<file path="src/rtl/control_fsm.sv">
// Multi-cycle main control unit for the RV32 datapath.
// Sequences IFETCH -> DECODE -> EXEC -> (MEM) -> (WB) and decodes the live
// opcode into datapath strobes. Strobes are not latched: they follow instr
// combinationally in every state except IFETCH.
module control_fsm (
  input  logic        clk,
  input  logic        rst,       // asynchronous, active-low
  input  logic [31:0] instr,
  output logic        RegWrite,
  output logic        MemToReg,
  output logic        RegDst,
  output logic        ALUsrc,
  output logic        branch,
  output logic        jump,
  output logic        memWrite,
  output logic        memRead,
  output logic [1:0]  ALUop
);

  localparam logic [2:0] IFETCH = 3'd0;
  localparam logic [2:0] DECODE = 3'd1;
  localparam logic [2:0] EXEC   = 3'd2;
  localparam logic [2:0] MEM    = 3'd3;
  localparam logic [2:0] WB     = 3'd4;

  localparam logic [6:0] OP_R     = 7'b0110011;
  localparam logic [6:0] OP_LOAD  = 7'b0000011;
  localparam logic [6:0] OP_STORE = 7'b0100011;
  localparam logic [6:0] OP_BR    = 7'b1100011;
  localparam logic [6:0] OP_JAL   = 7'b1101111;

  // Kept as plain "state" so benches can probe it hierarchically.
  logic [2:0] state;
  logic [2:0] state_d;
  logic [6:0] opcode;

  assign opcode = instr[6:0];

  // Upper instruction bits belong to the datapath, not to this block.
  logic unused_instr_hi;
  assign unused_instr_hi = ^instr[31:7];

  // State register; reset aborts any instruction in flight.
  always_ff @(posedge clk or negedge rst) begin
    if (!rst) state <= IFETCH;
    else      state <= state_d;
  end

  // Next-state logic; EXEC and MEM branch on the live opcode.
  always_comb begin
    state_d = IFETCH;
    case (state)
      IFETCH: state_d = DECODE;
      DECODE: state_d = EXEC;
      EXEC: begin
        if (opcode == OP_LOAD || opcode == OP_STORE) state_d = MEM;
        else if (opcode == OP_R)                     state_d = WB;
        else                                         state_d = IFETCH;
      end
      MEM:     state_d = (opcode == OP_LOAD) ? WB : IFETCH;
      WB:      state_d = IFETCH;
      default: state_d = IFETCH;  // illegal codes 5-7 recover to fetch
    endcase
  end

  // Output decode; silent in IFETCH and in illegal states.
  always_comb begin
    RegWrite = 1'b0;
    MemToReg = 1'b0;
    RegDst   = 1'b0;
    ALUsrc   = 1'b0;
    branch   = 1'b0;
    jump     = 1'b0;
    memWrite = 1'b0;
    memRead  = 1'b0;
    ALUop    = 2'b00;
    if (state == DECODE || state == EXEC || state == MEM || state == WB) begin
      case (opcode)
        OP_R: begin
          RegWrite = 1'b1;
          RegDst   = 1'b1;
          ALUop    = 2'b10;
        end
        OP_LOAD: begin
          RegWrite = 1'b1;
          MemToReg = 1'b1;
          ALUsrc   = 1'b1;
          memRead  = 1'b1;
        end
        OP_STORE: begin
          ALUsrc   = 1'b1;
          memWrite = 1'b1;
        end
        OP_BR: begin
          branch   = 1'b1;
          ALUop    = 2'b01;
        end
        // Link register write for JAL is handled outside this block.
        OP_JAL:  jump = 1'b1;
        default: ;
      endcase
    end
  end

endmodule

</file>
<file path="config.mk">
export PLATFORM = sky130hd
export DESIGN_NAME = control_fsm
export DESIGN_NICKNAME = d
export VERILOG_FILES = /design/src/rtl/control_fsm.sv
export SDC_FILE = /design/constraint.sdc
export NUM_CORES = 1
export LEC_CHECK = 0
export ABC_AREA = 1
export CAP_MARGIN = 0
export CORE_AREA = 2 2 39 41
export CTS_CLUSTER_SIZE = 12
export DETAILED_ROUTE_END_ITERATION = 12
export DIE_AREA = 0 0 41 43
export PLACE_DENSITY_LB_ADDON = 0.05
export SLEW_MARGIN = 10
export SYNTH_ARGS = -nofsm -noshare
export SYNTH_HDL_FRONTEND = slang
export SYNTH_SLANG_ARGS = --single-unit
</file>
<file path="constraint.sdc">
create_clock -name clk -period 3.05 [get_ports clk]
set_input_delay 0.4575 -clock clk [delete_from_list [all_inputs] [get_ports clk]]
set_output_delay 0.4575 -clock clk [all_outputs]
set_load 0.1 [all_outputs]
</file>
==> flow_summary.toml <==
[worst_setup_path]
crit_type = "primary input to output port"
cp-start-kind = "primary input"
cp.arrival_ns = 1.75
critPathBufInv = 4
slowest_stage = "clkdlybuf4s50_1"
cp_top_family = "buffers and inverters"
slowest_delay_ns = 0.44
cp-end-kind = "output port"
crit_top_cell = "inv_1"
worstPathRequired_ns = 2.59
crit_chain = "clkdlybuf4s50_1 -> nor2_1 -> inv_1 -> nor2_2 -> nand3_1 -> inv_1 -> buf_12"
reg2reg_from = "state[0]"
startpoint = "instr[4]"
crit_fanout = 3

[timing]
setup-violations-final = 0
finClkSkew_ns = 0.00493
holdWs_ns = 0.405
fmax_mhz = 453
relSlewSlack = 0.815
worst_slew_pin_slew_ns = 0.279
final_max_slew_viol_count = 0
period_share = 0.724
finalHoldViolCount = 0
setup_tns_ns = 0
rsz0062_at_grt = "no"
post-route-min-period_ns = 2.21

[floorplan]
dieArea_mm2 = 0.00176
die_w_um = 41
chipHeight_um = 43
initial_core_util = 0.214
ios = 44
num_rows = 14
core-area_mm2 = 0.00138

[synth]
synthFlopType = "dfrtp_1"
synth_top_cell_by_area = "dfrtp_1"
syn-instance-count = 50
ys_seq_elements = 3
synth_common_cells = "nand2_1, inv_1, nor2_1"
synth_top_area_frac = 0.253
synth-seq-area-share = 0.253
syn_area_um2 = 297
synth_edf_count = 0
synth.distinct_cells = 15
yosys-top-cells-area = "dfrtp_1, nand2_1, inv_1"
yosys_warnings = 0
synthArstFlopShare = 1.00
avgSynthCellArea_um2 = 5.93
synth.most_common_cell = "nand2_1"
synth_nets = 84

[finish]
largest_reg_flops = 3
antenna-diode-count = 0
fillers = 164
finalNetCount = 106
final_cell_area_um2 = 533
syn2layout_area_growth_pct = 79.7
largestRegisters = "state: 3 flops"
drive_gt1_frac = 0.338
multi_input_area_um2 = 174
regMostFlops = "state"
seqCellArea_um2 = 75.1

[flow_run]
drv_cap = 0

[detailed_routing]
avgRoutedWirePerCell_um = 8.45
vias = 339
first_pass_iters = 5
route.detailed.drc = 0
ant_nets = 0
drt-total-wl_um = 735
vias_per_cell = 3.90
drt_iter0_markers = 3

[clocking]
cts_tree = "done"
clkLatencyLatePin_ns = 0.23
htreeDepth = 1
hold_buffers = 0
post_cts_resized = 0
clock_path_buffers = 2
cts_buffers = 3
post_cts_buffers = 0
clock_sinks = 3
root_buffer = "clkbuf_4"
clk_pin_slew_worst_paths_ns = 0.04

[placed_design]
gp_congestion = 0.656
portBuffers = 18
dp_hpwl_um = 631
placed_cell_area_um2 = 507

[status]
outcome = "finished clean"

[global_routing]
grt_max_degree = 5
grt_pass1_vias = 271
grtUsageTotal = 0.0925
grt_overflow = 0
grt_pass1_wl_um = 1150
antenna_found_initial = 0

[power_and_ir_drop]
cellLeakagePower_nw = 0.284
vdd_drop_max_v = 0.000242
power_density_mw_per_mm2 = 437

[hold_path]
hold_path_class = "primary input to async pin"
## path summary, 6_finish.rpt
check,to,slack [ns],depth (start not counted)
max,MemToReg,0.84,7
max reg2reg,state[2],2.06,5
max in group asynchronous,state[1],2.50,1
min,state[2],0.41,1
min in group clk,state[2],0.51,1
min reg2reg,state[2],0.51,1
## per-stage QoR
step	util	total power (W)	setup slack, ns	cells
3_5_place_dp	0.366	0.000167	0.840	83
4_1_cts	0.385	0.000239	0.834	87
2_1_floorplan	-	0.000137	0.566	50
6_report	0.385	0.000233	0.840	87
3_3_place_gp	0.366	0.000167	0.825	83
5_1_grt	0.385	0.000256	0.760	87
## cell families (layout without fill, tap and decap cells)
kind of cell	after synthesis	count (layout)	synth area share
DFF	3	3	0.253
AOI/OAI and AO/OA	2	2	0.0337
buffers and inverters	13	34	0.177
and+or+nand+nor	32	32	0.536
## cells in the final DEF, fill, tap and decap left out, types with 2 or more instances in the layout
cell and n:
dfrtp_1 3, nand4_1 2, buf_4 7, inv_2 4, nand2_1 12, nor2_2 2, nor2_1 7, clkdlybuf4s50_1 8
buf_12 3, inv_1 8, nand3_2 2, clkbuf_4 3, nand3_1 4
## worst reg2reg max path, stage by stage (launching register included)
cell     delay (ns)
dfrtp_1        0.41
inv_2          0.08
nand2_1        0.04
nor2_1         0.12
nand3_1        0.09
a21oi_1        0.17
## power breakdown
part           internal (W)  switching [W]  leakage [nW]
sequential        0.0000527      0.0000140        0.0388
combinational     0.0000360      0.0000622         0.230
clock             0.0000489      0.0000189        0.0150
## area by class of cell
cell class | count | area share
Timing Repair Buffer | 18 | 0.362
Multi-Input combinational cell | 34 | 0.326
Sequential cell | 3 | 0.141
Inverter | 12 | 0.0845
Clock buffer | 4 | 0.0493
Tap cell | 16 | 0.0376
## metal layers
layer,wire [µm],GRT usage
met1,329,0.132
met2,360,0.131
met3,45,0.0157
met4,0,0.0400
met5,0,0
Power figures use the tool's default switching activity.
